`config.mk`:
```
export PLATFORM = sky130hd
export DESIGN_NAME = conv1d_mac_ctrl
export DESIGN_NICKNAME = d
export VERILOG_FILES = /design/src/rtl/conv1d_mac_ctrl.sv
export SDC_FILE = /design/constraint.sdc
export NUM_CORES = 1
export LEC_CHECK = 0
export ABC_AREA = 1
export BUFFER_PORTS_ARGS = -buffer_cell sky130_fd_sc_hd__buf_2
export CAP_MARGIN = 25
export CORE_UTILIZATION = 35
export CTS_CLUSTER_SIZE = 16
export DETAILED_ROUTE_END_ITERATION = 16
export MAX_ROUTING_LAYER = met4
export SYNTH_ARGS = -nofsm -noshare
export SYNTH_HDL_FRONTEND = slang
export SYNTH_SLANG_ARGS = --single-unit
export TNS_END_PERCENT = 10
```
`constraint.sdc`:
```
create_clock -name clk -period 6.34 [get_ports clk]
set_input_delay 0 -clock clk [delete_from_list [all_inputs] [get_ports clk]]
set_output_delay 0 -clock clk [all_outputs]
set_load 0.05 [all_outputs]
```
`src/rtl/conv1d_mac_ctrl.sv`:
```
// Operand-feed and enable sequencer for an external 3-stage saturating MAC.
// Loads M taps then N samples, then emits valid-mode convolution outputs y[0..N-M].
module conv1d_mac_ctrl #(
    parameter int T = 14,
    parameter int N = 16,
    parameter int M = 4
) (
    input  logic             clk,
    input  logic             reset,
    input  logic [T-1:0]     s_data,
    input  logic             s_valid,
    output logic             s_ready,
    output logic [T-1:0]     mac_a,
    output logic [T-1:0]     mac_b,
    output logic             mac_en_mult,
    output logic             mac_en_preg,
    output logic             mac_en_acc,
    output logic             mac_clear_acc,
    output logic             mac_clear_pipe,
    input  logic [2*T-1:0]   mac_f,
    output logic [2*T-1:0]   m_data,
    output logic             m_valid,
    input  logic             m_ready
);

    localparam int FW = (M > 1) ? $clog2(M) : 1;
    localparam int XW = (N > 1) ? $clog2(N) : 1;
    localparam logic [XW-1:0] F_LAST = XW'(M - 1);
    localparam logic [XW-1:0] X_LAST = XW'(N - 1);
    localparam logic [XW-1:0] K_LAST = XW'(N - M);
    localparam logic [FW-1:0] J_LAST = FW'(M - 1);

    typedef enum logic [2:0] {
        ST_LOAD_F,
        ST_LOAD_X,
        ST_CLEAR,
        ST_ISSUE,
        ST_DRAIN,
        ST_OUT
    } state_t;

    state_t         state_q;
    logic [XW-1:0]  cnt_q;
    logic [XW-1:0]  k_q;
    logic [FW-1:0]  j_q;
    logic           drain_q;
    logic           s_ready_q;
    logic           m_valid_q;
    logic           en_mult_q;
    logic           en_preg_q;
    logic           en_acc_q;
    logic           clear_acc_q;
    logic           clear_pipe_q;
    logic [T-1:0]   mac_a_q;
    logic [T-1:0]   mac_b_q;

    logic [T-1:0]   f_mem [M];
    logic [T-1:0]   x_mem [N];

    logic           s_fire;
    logic [FW-1:0]  rd_j_d;
    logic [XW-1:0]  rd_x_d;

    // s_ready is masked by reset so no word is taken during a reset cycle
    assign s_ready = s_ready_q & reset;
    assign s_fire  = s_valid & s_ready;

    always_ff @(posedge clk) begin
        if (s_fire && (state_q == ST_LOAD_F)) begin
            f_mem[cnt_q[FW-1:0]] <= s_data;
        end
    end

    always_ff @(posedge clk) begin
        if (s_fire && (state_q == ST_LOAD_X)) begin
            x_mem[cnt_q] <= s_data;
        end
    end

    // Index of the operand pair to be issued in the following cycle
    always_comb begin
        rd_j_d = '0;
        if (state_q == ST_ISSUE) begin
            rd_j_d = j_q + FW'(1);
        end
        rd_x_d = k_q + XW'(rd_j_d);
    end

    always_ff @(posedge clk) begin
        if (!reset) begin
            state_q      <= ST_LOAD_F;
            cnt_q        <= '0;
            k_q          <= '0;
            j_q          <= '0;
            drain_q      <= 1'b0;
            s_ready_q    <= 1'b1;
            m_valid_q    <= 1'b0;
            en_mult_q    <= 1'b0;
            en_preg_q    <= 1'b0;
            en_acc_q     <= 1'b0;
            clear_acc_q  <= 1'b1;
            clear_pipe_q <= 1'b1;
            mac_a_q      <= '0;
            mac_b_q      <= '0;
        end else begin
            en_preg_q <= en_mult_q;
            en_acc_q  <= en_preg_q;
            en_mult_q <= 1'b0;
            mac_a_q   <= '0;
            mac_b_q   <= '0;

            case (state_q)
                ST_LOAD_F: begin
                    if (s_fire) begin
                        if (cnt_q == F_LAST) begin
                            state_q <= ST_LOAD_X;
                            cnt_q   <= '0;
                        end else begin
                            cnt_q <= cnt_q + XW'(1);
                        end
                    end
                end

                ST_LOAD_X: begin
                    if (s_fire) begin
                        if (cnt_q == X_LAST) begin
                            state_q      <= ST_CLEAR;
                            cnt_q        <= '0;
                            k_q          <= '0;
                            s_ready_q    <= 1'b0;
                            clear_pipe_q <= 1'b0;
                        end else begin
                            cnt_q <= cnt_q + XW'(1);
                        end
                    end
                end

                ST_CLEAR: begin
                    state_q     <= ST_ISSUE;
                    j_q         <= '0;
                    clear_acc_q <= 1'b0;
                    en_mult_q   <= 1'b1;
                    mac_a_q     <= x_mem[rd_x_d];
                    mac_b_q     <= f_mem[rd_j_d];
                end

                ST_ISSUE: begin
                    if (j_q == J_LAST) begin
                        state_q <= ST_DRAIN;
                        drain_q <= 1'b0;
                    end else begin
                        j_q       <= j_q + FW'(1);
                        en_mult_q <= 1'b1;
                        mac_a_q   <= x_mem[rd_x_d];
                        mac_b_q   <= f_mem[rd_j_d];
                    end
                end

                // Two cycles let the last product pass the pipe register and accumulate
                ST_DRAIN: begin
                    if (drain_q) begin
                        state_q   <= ST_OUT;
                        m_valid_q <= 1'b1;
                    end else begin
                        drain_q <= 1'b1;
                    end
                end

                ST_OUT: begin
                    if (m_ready) begin
                        m_valid_q   <= 1'b0;
                        clear_acc_q <= 1'b1;
                        if (k_q == K_LAST) begin
                            state_q      <= ST_LOAD_F;
                            cnt_q        <= '0;
                            s_ready_q    <= 1'b1;
                            clear_pipe_q <= 1'b1;
                        end else begin
                            state_q <= ST_CLEAR;
                            k_q     <= k_q + XW'(1);
                        end
                    end
                end

                default: begin
                    state_q <= ST_LOAD_F;
                end
            endcase
        end
    end

    assign mac_a          = mac_a_q;
    assign mac_b          = mac_b_q;
    assign mac_en_mult    = en_mult_q;
    assign mac_en_preg    = en_preg_q;
    assign mac_en_acc     = en_acc_q;
    assign mac_clear_acc  = clear_acc_q;
    assign mac_clear_pipe = clear_pipe_q;
    assign m_valid        = m_valid_q;
    // The MAC already saturates, and is idle while OUT waits, so its value is forwarded as-is
    assign m_data         = mac_f;

endmodule
```
Word-level counts from Yosys, hierarchy flattened
Memories as Yosys holds them, arrays and structs flattened.
Index checks and enable logic that the tools add are counted.
{ "word_totals": {"mem_bits_rw": 280, "n_memories": 2, "reg_bits": 48} }
{ "op_classes": {"mux": 46, "n_eq_ne": 19, "n_addsub": 4, "bitwise_logic": 2, "reduce_logical": 17} }
{ "memory_table": {"columns": ["name", "depth", "word_bits", "rd", "rd_clocked_by_memory_dff", "wr", "line_no", "source"], "rows": [
  ["x_mem", 16, 14, 1, 0, 1, "58", "logic [T-1:0] x_mem [N];"],
  ["f_mem", 4, 14, 1, 0, 1, "57", "logic [T-1:0] f_mem [M];"]
]} }
{ "op_table": {"columns": ["op", "n"], "rows": [
  ["14-bit case mux with 2 select lines", 2],
  ["4-bit 2-to-1 mux", 10],
  ["14-bit 2-to-1 mux", 2],
  ["3-bit 2-to-1 mux", 7],
  ["3-bit case mux with 6 select lines", 1],
  ["5-bit AND reduction", 3],
  ["2-bit inequality test, second input constant", 7],
  ["1-bit 2-to-1 mux", 13],
  ["4-bit case mux with 3 select lines", 1],
  ["1-bit case mux with 2 select lines", 5],
  ["2-bit nonzero test", 5],
  ["4-bit by 1-bit adder with 4-bit output, second input constant", 2],
  ["4-bit equality test, second input constant", 2],
  ["4-bit case mux with 2 select lines", 1],
  ["7-bit AND reduction", 1],
  ["3-bit by 2-bit equality test with 1-bit output, second input constant", 2],
  ["3-bit equality test, second input constant", 2],
  ["2-bit 2-to-1 mux", 3],
  ["2-bit by 1-bit inequality test with 1-bit output, second input constant", 3],
  ["2-bit AND reduction", 3],
  ["4-bit by 2-bit adder with 4-bit output", 1],
  ["4-bit by 2-bit equality test with 1-bit output, second input constant", 1],
  ["2-bit case mux with 2 select lines", 1],
  ["3-bit by 1-bit equality test with 1-bit output, second input constant", 1],
  ["7 further kinds", 9]
]} }

Logic depth before layout (Yosys ltp)
Gate-level depths: netlist (run 1).
An unclocked memory read counts as a cell.
{ "depth": {"depth_word": 6, "ltp_mapped": 18, "mapped_depth_nobuf": 16} }

Worst setup path after synthesis (run 1)
Ideal clock, no wire load.
{ "synth_timing": {"path_kind": "register -> register", "start": "register mac_clear_pipe (netlist name)", "end": "memory x_mem[11][0] (enable)", "setup_time_ns": 0.403, "setup_slack_ns": 3.665, "arrival_ns": 2.272, "n_path_buf": 0, "stages_incl_launch_ff": 7, "synth_period_minus_slack_ns": 2.675, "cell_sequence": "dfxtp_1 nand2_1 nor2_1 inv_1 nor2_1 inv_1 nor3_1"} }
{ "synth_rtl": {"columns": ["item", "line_no"], "rows": [
  ["end, declared", "58"]
]} }

Worst setup path after layout (run 1)
{ "layout_timing": {"start": "register j_q[0]", "end": "register mac_a_q[10], in the netlist mac_a[10]"} }
{ "layout_between": {"elab_chain_len": 6, "elab_cells_between_ends": 7, "cone_classes": "add/sub (2); eq/ne (1); mux (3); memory (1)"} }
{ "layout_lines": {"columns": ["item", "line_no", "source"], "rows": [
  ["start, declared", "45", "logic [FW-1:0] j_q;"],
  ["start signal, assigned", "152", "j_q <= j_q + FW'(1);"],
  ["2-bit by 1-bit adder with 2-bit output", "84", "rd_j_d = j_q + FW'(1);"],
  ["2-bit 2-to-1 mux", "83", "if (state_q == ST_ISSUE) begin"],
  ["4-bit by 2-bit adder with 4-bit output", "86", "rd_x_d = k_q + XW'(rd_j_d);"],
  ["memory 16 x 14 bit", null, null],
  ["14-bit 2-to-1 mux", "148", "if (j_q == J_LAST) begin"],
  ["14-bit case mux with 2 select lines (*)", "112", "case (state_q)"],
  ["end signal, assigned", "143", "mac_a_q <= x_mem[rd_x_d];"],
  ["end signal, assigned", "154", "mac_a_q <= x_mem[rd_x_d];"],
  ["end, declared", "54", "logic [T-1:0] mac_a_q;"]
]} }
Mark *: on every way between the ends. The rest lies on a longest branch, timed or not.
A chain may end at the register's enable or synchronous reset.

==> metrics.md, run 1 <==
| Metric | Value |
|---|---|
| Run status | `completed` |
| Remaining antenna violation count | `0` |
| Sum of overflow across all layers after global routing | `0` |
| Synthesized instance count | `1148` |
| Top Ports | `109` |
| Count of flip-flops with a built-in enable after synthesis | `280` |
| Total routing usage reported by global routing | `0.177` |
| Vias in the first global route | `8373` |
| Die Y-Extent | `197 um` |
| Buffers & Inverters on Critical Path | `3` |
| Htree depth | `2` |
| Total routed wire length on the met1 layer | `14.5 mm` |
| Nets in the synthesized netlist | `1202` |
| Number of core rows | `71` |
| Inserted Clock Buffers | `36` |
| Flop2flop setup slack | `1.93 ns` |
| Worst-path cell chain | `ha_1, nand2_1, nand2_1, nand2_1, inv_1, ha_2, clkinv_1, buf_4, nand3_1, nand3_1, nand3_1, nand2_1, nor2_1` |
| TritonCTS clock tree | `yes` |
| Layout cells sized above 1 | `0.129` |
| Fraction of power consumed by the clock network | `0.461` |
| Synth Flop Type | `sky130_fd_sc_hd__edfxtp_1` |
| IO buf count | `52` |
| Seq pwr share | `0.520` |
| Routed met3 length | `2.15 mm` |
| Largest net degree at the start of global routing | `71` |
| Clock slew at the register clock pins of the worst setup and hold paths | `0.06 ns` |
| Most common cell after layout, fill and taps aside | `sky130_fd_sc_hd__edfxtp_1` |
| Detailed route wirelength on metal2 | `16.1 mm` |
| Critical path class | `register to register` |
| Share of async-settable or async-resettable flops after synthesis | `0` |
| P&R area growth vs syn | `15.3%` |
| Mapped cell area | `13300 um2` |
| Path class of the lowest-slack min-delay path | `input pin to output pin` |
| DR vias/cell | `5.15` |
| Share of Yosys cell area claimed by the top area cell type | `0.632` |
| DR vias | `8925` |
| Net load switching power | `0.903 mW` |
| Count of pins over their slew limit | `0` |
| Achievable frequency | `227 MHz` |
| Setup violators final | `0` |
| Critical path required time | `6.77 ns` |
| Gp weighted congestion | `0.827` |
| Sum of negative setup slack | `0 ns` |
| Sequential cell area fraction in the yosys report | `0.704` |
| Die area | `38800 um2` |
| Commonest cells after routing, fill and taps aside | `280 x sky130_fd_sc_hd__edfxtp_1, 261 x sky130_fd_sc_hd__nand3_1, 235 x sky130_fd_sc_hd__nand2_1, 68 x sky130_fd_sc_hd__a21oi_1, 64 x sky130_fd_sc_hd__nor2_1` |
| RSZ-0062 raised after global routing | `no` |
| Post-synthesis register bit count | `328` |
| Routed wire per std cell | `19.3 um` |
| Detailed Routing Iterations Pass 1 | `5` |
| Wire length of the first global-routing pass | `50.5 mm` |
| Critical path fanouts, max | `29` |
| Antenna violations before repair | `1` |
| Initial DRC count | `842` |
| Cell type group with the largest total delay on the critical path | `simple AND/OR/NAND/NOR gates` |
| Clock tree sinks | `328` |
| Number of unique standard cell types used by synthesis | `29` |
| WL final | `33.5 mm` |
| Worst rel slew slack | `0.324` |
| Crit path capture type | `register` |
| Clock insertion delay at the later pin of the skew report | `0.52 ns` |
| Dominant cell type by count on the critical path | `sky130_fd_sc_hd__nand2_1` |
| YS warnings | `0` |
| Post-cts resize count | `0` |
| Standard cell core area | `37600 um2` |
| Transition time at the pin with the least slew margin | `1.01 ns` |
| Critical-path cell with the highest stage delay | `sky130_fd_sc_hd__dfxtp_1` |
| Maximum Capacitance Violations | `0` |
| Worst ir drop on vdd | `193 uV` |
| Fin. Hold Viols | `0` |
| Number of nets in the final layout | `1246` |
| Max layer used | `met4` |
| Placed wire-length estimate after detailed placement | `19.7 mm` |
| Power Density | `295 nW/um2` |
| Initial standard-cell utilization of the core | `0.354` |
| Clock period minus worst slack | `4.41 ns` |
| Internal power | `3.62 mW` |
| Average size of a mapped cell | `11.6 um2` |
| Deepest clock path buffer count | `3` |
| Fin crit share | `0.695` |
| Die boundary width | `197 um` |
| Largest stage delay, worst path | `0.74 ns` |
| Buffer cell driving the clock tree root | `sky130_fd_sc_hd__clkbuf_16` |
| Remaining DRCs | `0` |
| Overall Power | `4.53 mW` |
| Static Leakage | `5.59 nW` |
| Synth top area cells | `sky130_fd_sc_hd__edfxtp_1 63%, sky130_fd_sc_hd__nand3_1 9.8%, sky130_fd_sc_hd__dfxtp_1 7.2%` |
| Logic gate share of total power | `0.019` |
| Startpoint class of the critical path | `register` |
| Net Sw Frac | `0.199` |
| Data arrival, critical path | `4.84 ns` |
| Clock skew after layout | `0.0228 ns` |
| Library cell occupying the most area in the post-synthesis netlist | `sky130_fd_sc_hd__edfxtp_1` |
==> cell usage after synthesis (2+ instances only) <==
master / instances
sky130_fd_sc_hd__buf_1: 6
sky130_fd_sc_hd__nand2_4: 2
sky130_fd_sc_hd__inv_1: 32
sky130_fd_sc_hd__buf_4: 37
sky130_fd_sc_hd__a21oi_1: 68
sky130_fd_sc_hd__a211oi_1: 17
sky130_fd_sc_hd__buf_2: 26
sky130_fd_sc_hd__nand3_2: 2
sky130_fd_sc_hd__nor2_1: 64
sky130_fd_sc_hd__nand2_2: 3
sky130_fd_sc_hd__nor3_1: 11
sky130_fd_sc_hd__inv_2: 4
sky130_fd_sc_hd__clkinv_1: 2
sky130_fd_sc_hd__nand2_1: 235
sky130_fd_sc_hd__xor2_2: 2
sky130_fd_sc_hd__clkbuf_1: 21
sky130_fd_sc_hd__ha_1: 8
sky130_fd_sc_hd__dfxtp_1: 48
sky130_fd_sc_hd__o21ai_0: 11
sky130_fd_sc_hd__nand3_1: 261
sky130_fd_sc_hd__edfxtp_1: 280
==> final timing paths <==
check / from / end / cells past startpoint
worst max-delay path: j_q[0]$_SDFFE_PN0P_ / mac_a[10]$_SDFF_PN0_ / 13
worst min-delay path: mac_f[0] / m_data[0] / 0
worst max register to register: j_q[0]$_SDFFE_PN0P_ / mac_a[10]$_SDFF_PN0_ / 13
worst min register to register: mac_en_mult$_SDFF_PN0_ / mac_en_preg$_SDFF_PN0_ / 2
==> layout make-up <==
type / instances / area [um2]
Clock buffer: 52 / 1060
Fill cell: 3545 / 22200
Sequential cell: 328 / 9370
Clock inverter: 14 / 136
Inverter: 38 / 143
Timing Repair Buffer: 97 / 681
Multi-Input combinational cell: 691 / 3320
Tap cell: 511 / 639
Antenna cell: 1 / 2.50
==> sequential cells by signal (all words and copies together) (netlist names) <==
register,count
mac_b,14
x_mem,224
mac_clear_acc,1
mac_a,14
m_valid,1
mac_en_acc,1
cnt_q,4
j_q,2
mac_clear_pipe,1
mac_en_preg,1
mac_en_mult,1
k_q,4
state_q,3
drain_q,1
f_mem,56
==> per-stage QoR <==
stage	hold WS, ns	cell area (um2)	utilization	setup slack [ns]	std cells
floorplan	0.0989	13300	-	3.66	1148
global placement	0.000341	13900	0.371	2.09	1646
detailed placement	0.000341	14000	0.372	1.95	1648
CTS	0.000341	15300	0.408	1.92	1731
global route	0.000106	15400	0.409	1.66	1732
finish	0.0000193	15400	0.409	1.93	1732
==> cells by family after synthesis <==
family,count (synthesis),share of synthesized area
AO/OA/AOI/OAI,99,0.0407
XOR/XNOR,3,0.00310
adder cells (fa/ha/maj),8,0.00752
buffers and inverters,129,0.0498
flip-flops,328,0.704
AND/OR/NAND/NOR,581,0.195
==> power groups by stage <==
| stage | combinational [mW] | clock [mW] | sequential (mW) |
|---|---|---|---|
| 5_1_grt | 0.0955 | 2.20 | 2.35 |
| 3_5_place_dp | 0.0798 | 0 | 2.40 |
| 3_3_place_gp | 0.0780 | 0 | 2.40 |
| 2_1_floorplan | 0.0782 | 0 | 2.40 |
| 4_1_cts | 0.0876 | 2.12 | 2.35 |
| 6_report | 0.0869 | 2.09 | 2.35 |
==> metal layers <==
| layer | up-vias | GRT usage |
|---|---|---|
| li1 | 4135 | - |
| met1 | 4423 | 0.229 |
| met2 | 300 | 0.283 |
| met3 | 67 | 0.0329 |
| met4 | 0 | 0.0560 |
| met5 | - | - |
==> repair_timing <==
action,in CTS,in global routing
hold endpoints to repair,284,0
setup buffers,0,0
hold buffers,17,0
No activity file was read; power rests on OpenSTA's default activity.
==> run 2: changes to the inputs <==
Clock period 6.34 ns to 4.4 ns, I/O delays scaled along.
==> metrics.md, run 2 (same netlist as run 1, synthesis figures left out) <==
| Metric | Value |
|---|---|
| Fin. Hold Viols | `0 (unchanged)` |
| Antenna violations before repair | `0 (-1)` |
| Inserted Clock Buffers | `36 (unchanged)` |
| Placed wire-length estimate after detailed placement | `18.7 mm (-5.0%)` |
| Startpoint class of the critical path | `register` |
| Depth of the most critical reg-to-reg path | `13 (unchanged)` |
| Top Ports | `109 (unchanged)` |
| Hold Path Origin | `mac_f[0]` |
| Die Y-Extent | `197 um (unchanged)` |
| Initial DRC count | `895 (+6.3%)` |
| Standard cell core area | `37600 um2 (unchanged)` |
| Maximum Capacitance Violations | `0 (unchanged)` |
| Most common cell after layout, fill and taps aside | `sky130_fd_sc_hd__edfxtp_1` |
| Hold endpoint | `m_data[0]` |
| Detailed Routing Iterations Pass 1 | `5 (unchanged)` |
| Number of core rows | `71 (unchanged)` |
| Initial standard-cell utilization of the core | `0.354 (unchanged)` |
| Transition time at the pin with the least slew margin | `0.933 ns (-0.0795 ns)` |
| Origin of the worst setup path | `j_q[0]$_SDFFE_PN0P_` |
| Remaining antenna violation count | `0 (unchanged)` |
| Remaining DRCs | `0 (unchanged)` |
| Path class of the lowest-slack min-delay path | `input pin to output pin` |
| Overall Power | `6.35 mW (+40%)` |
| Largest net degree at the start of global routing | `99 (+39%)` |
| Static Leakage | `5.55 nW (-0.61%)` |
| Total routing usage reported by global routing | `0.179 (+0.00157)` |
| Clock insertion delay at the later pin of the skew report | `0.53 ns (about the same)` |
| Wire length of the first global-routing pass | `51.1 mm (+1.3%)` |
| Post-route setup slack | `0.824 ns (-1.11 ns)` |
| IO buf count | `52 (unchanged)` |
| Util after Layout | `0.406 (-0.00220)` |
| Instance count along the most critical hold path | `0 (unchanged)` |
| Data arrival, critical path | `3.97 ns (-0.87 ns)` |
| Sum of overflow across all layers after global routing | `0 (unchanged)` |
| Number of diodes added for antenna fixing | `0 (-1)` |
| Placement Setup Slack | `0.857 ns (-1.09 ns)` |
| Reg-to-reg critical path endpoint | `mac_a[3]$_SDFF_PN0_` |
| Buffer cell driving the clock tree root | `sky130_fd_sc_hd__clkbuf_16` |
| Gp weighted congestion | `0.786 (-4.9%)` |
| Run status | `completed` |
| Layout cells sized above 1 | `0.125 (-0.00348)` |
| RSZ-0062 raised after global routing | `no` |
| Die area | `38800 um2 (unchanged)` |
| Clock period minus worst slack | `3.58 ns (-0.833 ns)` |
| Worst ir drop on vdd | `191 uV (-1.1%)` |
| Count of pins over their slew limit | `0 (unchanged)` |
| Deepest clock path buffer count | `3 (unchanged)` |
| Setup violators final | `0 (unchanged)` |
| Htree depth | `2 (unchanged)` |
| Critical path fanouts, max | `34 (+17%)` |
| Fin crit share | `0.813 (+0.117)` |
| Achievable frequency | `280 MHz (+23%)` |
| Power Density | `416 nW/um2 (+41%)` |
| Flop2flop setup slack | `0.82 ns (-1.11 ns)` |
| P&R area growth vs syn | `14.7%` |
| Critical path required time | `4.80 ns (-1.97 ns)` |
| Worst rel slew slack | `0.377 (+0.0530)` |
| Largest register by flop count | `x_mem` |
| Number of nets in the final layout | `1248 (+0.16%)` |
| Post-Route Hold Slack | `0.0000193 ns (unchanged)` |
| Clock tree sinks | `328 (unchanged)` |
| Clock skew after layout | `0.0170 ns (-0.00574 ns)` |
| Clock slew at the register clock pins of the worst setup and hold paths | `0.06 ns (about the same)` |
| Critical path class | `register to register` |
| Routed wire per std cell | `19.3 um (-0.35%)` |
| DR vias/cell | `5.08 (-1.4%)` |
| DR vias | `8804 (-1.4%)` |
| Worst r2r src | `j_q[0]$_SDFFE_PN0P_` |
| Sum of negative setup slack | `0 ns (unchanged)` |
| TritonCTS clock tree | `yes` |
| Die boundary width | `197 um (unchanged)` |
| WL final | `33.4 mm (-0.30%)` |
| Vias in the first global route | `8478 (+1.3%)` |
| Commonest cells after routing, fill and taps aside | `280 x sky130_fd_sc_hd__edfxtp_1, 261 x sky130_fd_sc_hd__nand3_1, 235 x sky130_fd_sc_hd__nand2_1, 68 x sky130_fd_sc_hd__a21oi_1, 64 x sky130_fd_sc_hd__nor2_1` |
| Crit path capture type | `register` |
| Flip-flop count of the largest register after layout | `224 (unchanged)` |
## run 2: cell types whose count changed in the layout (fill, tap and decap cells not counted), moves of 2 or more
cell,previous run,this run
sky130_fd_sc_hd__clkinv_2,3,5
sky130_fd_sc_hd__clkinv_1,5,9
sky130_fd_sc_hd__clkbuf_1,7,9
sky130_fd_sc_hd__clkbuf_8,8,1
## run 2: metal layers
metal	up-vias	global-route usage	part of all wire
li1	4136	-	-
met1	4298	0.242	0.45
met2	306	0.276	0.46
met3	64	0.0275	0.064
met4	0	0.0600	0.026
met5	-	-	0
## run 2: worst max-delay path by stage
stage | endpoint | slack (ns) | cells after the start
2_1_floorplan | x_mem[11][0]$_DFFE_PP_ | 1.72 | 6
5_1_grt | mac_a[3]$_SDFF_PN0_ | 0.58 | 13
3_5_place_dp | mac_a[3]$_SDFF_PN0_ | 0.86 | 13
4_1_cts | mac_a[3]$_SDFF_PN0_ | 0.85 | 13
3_3_place_gp | mac_a[3]$_SDFF_PN0_ | 0.94 | 13
6_report | mac_a[3]$_SDFF_PN0_ | 0.82 | 13
## run 2: through the flow
| stage | instance area [um2] | cells |
|---|---|---|
| global route | 15300 | 1733 |
| CTS | 15200 | 1731 |
| global placement | 14000 | 1648 |
| detailed placement | 14000 | 1648 |
| floorplan | 13300 | 1148 |
| finish | 15300 | 1733 |
## run 2: power breakdown
part | switching (mW) | internal (mW) | leakage, nW
logic | 0.0922 | 0.0323 | 2.11
clock network | 1.20 | 1.63 | 0.541
registers | 0.00460 | 3.38 | 2.91
## run 2: cell type report
class / instances / area (um2)
sequential: 328 / 9370
multi-input combinational: 691 / 3320
fill: 3530 / 22300
inverter: 38 / 143
clock inverter: 19 / 130
tap: 511 / 639
clock buffer: 47 / 973
timing repair buffer: 99 / 696
## run 2: timing repair
item                                   CTS  global route
setup buffers                            0             0
endpoints found under the hold margin  291             0
hold buffers                            17             0
gates resized for setup                  0             0
## run 2: critical path, cell delays in order (launching register included)
cell and delay (ns):
sky130_fd_sc_hd__dfxtp_1 0.75, sky130_fd_sc_hd__ha_1 0.38, sky130_fd_sc_hd__nand2_1 0.08, sky130_fd_sc_hd__buf_4 0.29, sky130_fd_sc_hd__nand2_1 0.18, sky130_fd_sc_hd__nand2_1 0.09, sky130_fd_sc_hd__inv_1 0.04, sky130_fd_sc_hd__ha_2 0.51
sky130_fd_sc_hd__buf_4 0.44, sky130_fd_sc_hd__nand3_1 0.13, sky130_fd_sc_hd__nand3_1 0.11, sky130_fd_sc_hd__nand2_1 0.06, sky130_fd_sc_hd__nor2_1 0.26, sky130_fd_sc_hd__nor2_1 0.09
==> run 3: changes to the inputs <==
Settings changed: ABC_AREA 1 to 0.
Clock period 4.4 ns to 3.4 ns, I/O delays scaled along.
==> metrics.md, run 3 <==
| Metric | Value |
|---|---|
| Die boundary width | `193 um (-2.0%)` |
| Commonest cells after routing, fill and taps aside | `280 x sky130_fd_sc_hd__edfxtp_1, 52 x sky130_fd_sc_hd__buf_2, 51 x sky130_fd_sc_hd__mux4_2, 48 x sky130_fd_sc_hd__dfxtp_1, 43 x sky130_fd_sc_hd__mux2i_1` |
| Run status | `complete, but fails checks` |
| Average size of a mapped cell | `18.5 um2 (+60%)` |
| Library cell occupying the most area in the post-synthesis netlist | `sky130_fd_sc_hd__edfxtp_1` |
| Synth top area cells | `sky130_fd_sc_hd__edfxtp_1 66%, sky130_fd_sc_hd__mux4_2 9.0%, sky130_fd_sc_hd__dfxtp_1 7.5%` |
| Internal power | `6.58 mW (+30%)` |
| YS warnings | `0 (unchanged)` |
| Max layer used | `met4` |
| Synth Flop Type | `sky130_fd_sc_hd__edfxtp_1` |
| Synthesized instance count | `691 (-40%)` |
| Detailed Routing Iterations Pass 1 | `11 (+6)` |
| Clock period minus worst slack | `3.01 ns (-0.562 ns)` |
| Count of pins over their slew limit | `0 (unchanged)` |
| Most common cell in the netlist | `sky130_fd_sc_hd__edfxtp_1` |
| Post-synthesis register bit count | `328 (unchanged)` |
| Initial standard-cell utilization of the core | `0.358 (+0.00342)` |
| Fraction of power consumed by the clock network | `0.412 (-0.035)` |
| DR vias/cell | `5.04 (-0.73%)` |
| Share of async-settable or async-resettable flops after synthesis | `0 (unchanged)` |
| Remaining antenna violation count | `0 (unchanged)` |
| IO buf count | `52 (unchanged)` |
| WL final | `27.4 mm (-18%)` |
| Total routing usage reported by global routing | `0.155 (-0.0237)` |
| Total routed wire length on the met1 layer | `11.7 mm (-22%)` |
| Clock skew after layout | `0.0289 ns (+0.0119 ns)` |
| Layout cells sized above 1 | `0.249 (+0.124)` |
| Critical path required time | `3.78 ns (-1.02 ns)` |
| Achievable frequency | `332 MHz (+19%)` |
| Placed wire-length estimate after detailed placement | `16.4 mm (-13%)` |
| Standard cell core area | `35700 um2 (-4.9%)` |
| Number of diodes added for antenna fixing | `0 (unchanged)` |
| Data arrival, critical path | `3.39 ns (-0.58 ns)` |
| Deepest clock path buffer count | `3 (unchanged)` |
| Flop2flop setup slack | `0.39 ns (-0.44 ns)` |
| Maximum Capacitance Violations | `0 (unchanged)` |
| Clock slew at the register clock pins of the worst setup and hold paths | `0.06 ns (about the same)` |
| Largest net degree at the start of global routing | `57 (-42%)` |
| Sum of overflow across all layers after global routing | `0 (unchanged)` |
| Mapped cell area | `12800 um2 (-4.0%)` |
| Detailed route wirelength on metal2 | `13.9 mm (-9.8%)` |
| Largest register by flop count | `x_mem` |
| Path class of the lowest-slack min-delay path | `input pin to output pin` |
| Largest stage delay, worst path | `0.72 ns (-0.03 ns)` |
| P&R area growth vs syn | `15.4%` |
| Critical-path cell with the highest stage delay | `sky130_fd_sc_hd__xnor2_4` |
| Net load switching power | `1.89 mW (+46%)` |
| Post-route setup slack | `0.386 ns (-0.438 ns)` |
| Crit path capture type | `register` |
| Wire length of the first global-routing pass | `40.9 mm (-20%)` |
| Inserted Clock Buffers | `34 (-5.6%)` |
| Remaining DRCs | `14 (+14)` |
| Share of Yosys cell area claimed by the top area cell type | `0.658 (+0.0261)` |
| Clock insertion delay at the later pin of the skew report | `0.53 ns (about the same)` |
| Net Sw Frac | `0.224 (+0.0187)` |
| Worst ir drop on vdd | `304 uV (+59%)` |
| Nets in the synthesized netlist | `745 (-38%)` |
| Initial DRC count | `636 (-29%)` |
| Sum of negative setup slack | `0 ns (unchanged)` |
| Sequential cell area fraction in the yosys report | `0.733 (+0.0291)` |
| Startpoint class of the critical path | `register` |
| Transition time at the pin with the least slew margin | `0.879 ns (-0.0537 ns)` |
| Logic gate share of total power | `0.059 (+0.039)` |
| Overall Power | `8.47 mW (+33%)` |
| Fin crit share | `0.887 (+0.0738)` |
| Routed met3 length | `1.28 mm (-40%)` |
| Critical path class | `register to register` |
| DR vias | `6309 (-28%)` |
| Fin. Hold Viols | `0 (unchanged)` |
| Count of flip-flops with a built-in enable after synthesis | `280 (unchanged)` |
| Htree depth | `2 (unchanged)` |
| Most common cell after layout, fill and taps aside | `sky130_fd_sc_hd__edfxtp_1` |
| Gp weighted congestion | `0.840 (+6.9%)` |
| Post-cts resize count | `0 (unchanged)` |
| Top Ports | `109 (unchanged)` |
| Antenna violations before repair | `0 (unchanged)` |
| Placement Setup Slack | `0.348 ns (-0.509 ns)` |
| Layout filler cell count | `3196 (-9.5%)` |
| Power Density | `574 nW/um2 (+38%)` |
| Clock tree sinks | `328 (unchanged)` |
| Static Leakage | `4.83 nW (-13%)` |
| Number of nets in the final layout | `818 (-34%)` |
| Critical path fanouts, max | `16 (-53%)` |
| Setup violators final | `0 (unchanged)` |
| Buffer cell driving the clock tree root | `sky130_fd_sc_hd__clkbuf_16` |
| Number of unique standard cell types used by synthesis | `45 (+55%)` |
| RSZ-0062 raised after global routing | `no` |
| Routed wire per std cell | `21.9 um (+13%)` |
| Vias in the first global route | `6580 (-22%)` |
| Number of core rows | `69 (-2.8%)` |
| Cell types with the highest counts after synthesis | `280 x sky130_fd_sc_hd__edfxtp_1, 51 x sky130_fd_sc_hd__mux4_2, 48 x sky130_fd_sc_hd__dfxtp_1` |
| TritonCTS clock tree | `yes` |
| Worst-path cell chain | `ha_1, nand3_1, xnor2_1, ha_4, a41oi_4, xnor2_4, buf_4, mux2i_1, o22ai_1` |
| Seq pwr share | `0.529 (-0.005)` |
| Worst rel slew slack | `0.414 (+0.0363)` |
| Flip-flop count of the largest register after layout | `224 (unchanged)` |
| Die Y-Extent | `193 um (-2.0%)` |
| Failing checks | `design-rule violations` |
| Die area | `37300 um2 (-3.9%)` |
==> run 3: layout make-up <==
type                    instances  area [um2]  share of cell area
repair buffers                104         728              0.0494
clock buffers                  48         965              0.0654
well taps                     461         577              0.0391
multi-input cells             291        3000               0.203
inverters                       5        18.8             0.00127
clock inverters                14        91.3             0.00619
flip-flops and latches        328        9370               0.635
==> run 3: stage by stage <==
step | cell area, um2 | util | std cells | hold slack [ns]
after CTS | 14700 | 0.413 | 1251 | 0.000589
final | 14700 | 0.413 | 1251 | 0.0000193
after global routing | 14700 | 0.413 | 1251 | 0.000140
after global placement | 13500 | 0.379 | 1173 | 0.000589
after floorplan | 12800 | - | 691 | 0.0989
after detailed placement | 13500 | 0.379 | 1173 | 0.000589
==> run 3: cell families after synthesis <==
group	count (synthesis)	synth area share
flip-flops	328	0.733
multiplexers	99	0.134
AO/OA/AOI/OAI	82	0.0463
buffers and inverters	72	0.0355
XOR/XNOR	4	0.00421
adder cells (fa/ha/maj)	8	0.00783
AND/OR/NAND/NOR	98	0.0393
==> run 3: timing repair <==
action	in CTS	in global routing
hold endpoints to repair	300	0
setup endpoints to repair	0	0
buffers inserted	0	0
hold buffers	16	0
==> run 3: critical path, delay by kind of cell (launching register included) <==
kind                     cells  cell delay, ns
AND/OR/NAND/NOR              1            0.14
AO/OA/AOI/OAI                2            0.15
multiplexers                 1            0.27
buffers and inverters        1            0.42
adder cells (fa/ha/maj)      2            0.57
flip-flops                   1            0.32
XOR/XNOR                     2            0.97
==> run 3: routing by layer <==
metal	up-vias	track usage
li1	2894	-
met3	38	0.0241
met2	158	0.258
met5	-	-
met1	3219	0.196
met4	0	0.0454
==> run 3: worst paths after layout <==
path                                                  from                          to  depth (start not counted)
worst max-delay path                   j_q[0]$_SDFFE_PN0P_         mac_a[9]$_SDFF_PN0_                          9
worst min-delay path                             mac_f[21]                  m_data[21]                          0
worst max register to register         j_q[0]$_SDFFE_PN0P_         mac_a[9]$_SDFF_PN0_                          9
worst min register to register  mac_clear_acc$_SDFFE_PN1P_  mac_clear_acc$_SDFFE_PN1P_                          2
==> run 3: power groups by stage <==
| stage | clock (mW) | combinational [mW] | sequential (mW) |
|---|---|---|---|
| after floorplan | 0 | 0.282 | 4.68 |
| after global placement | 0 | 0.483 | 4.56 |
| after CTS | 3.55 | 0.505 | 4.48 |
| final | 3.49 | 0.500 | 4.48 |
| after detailed placement | 0 | 0.489 | 4.56 |
| after global routing | 3.70 | 0.541 | 4.48 |
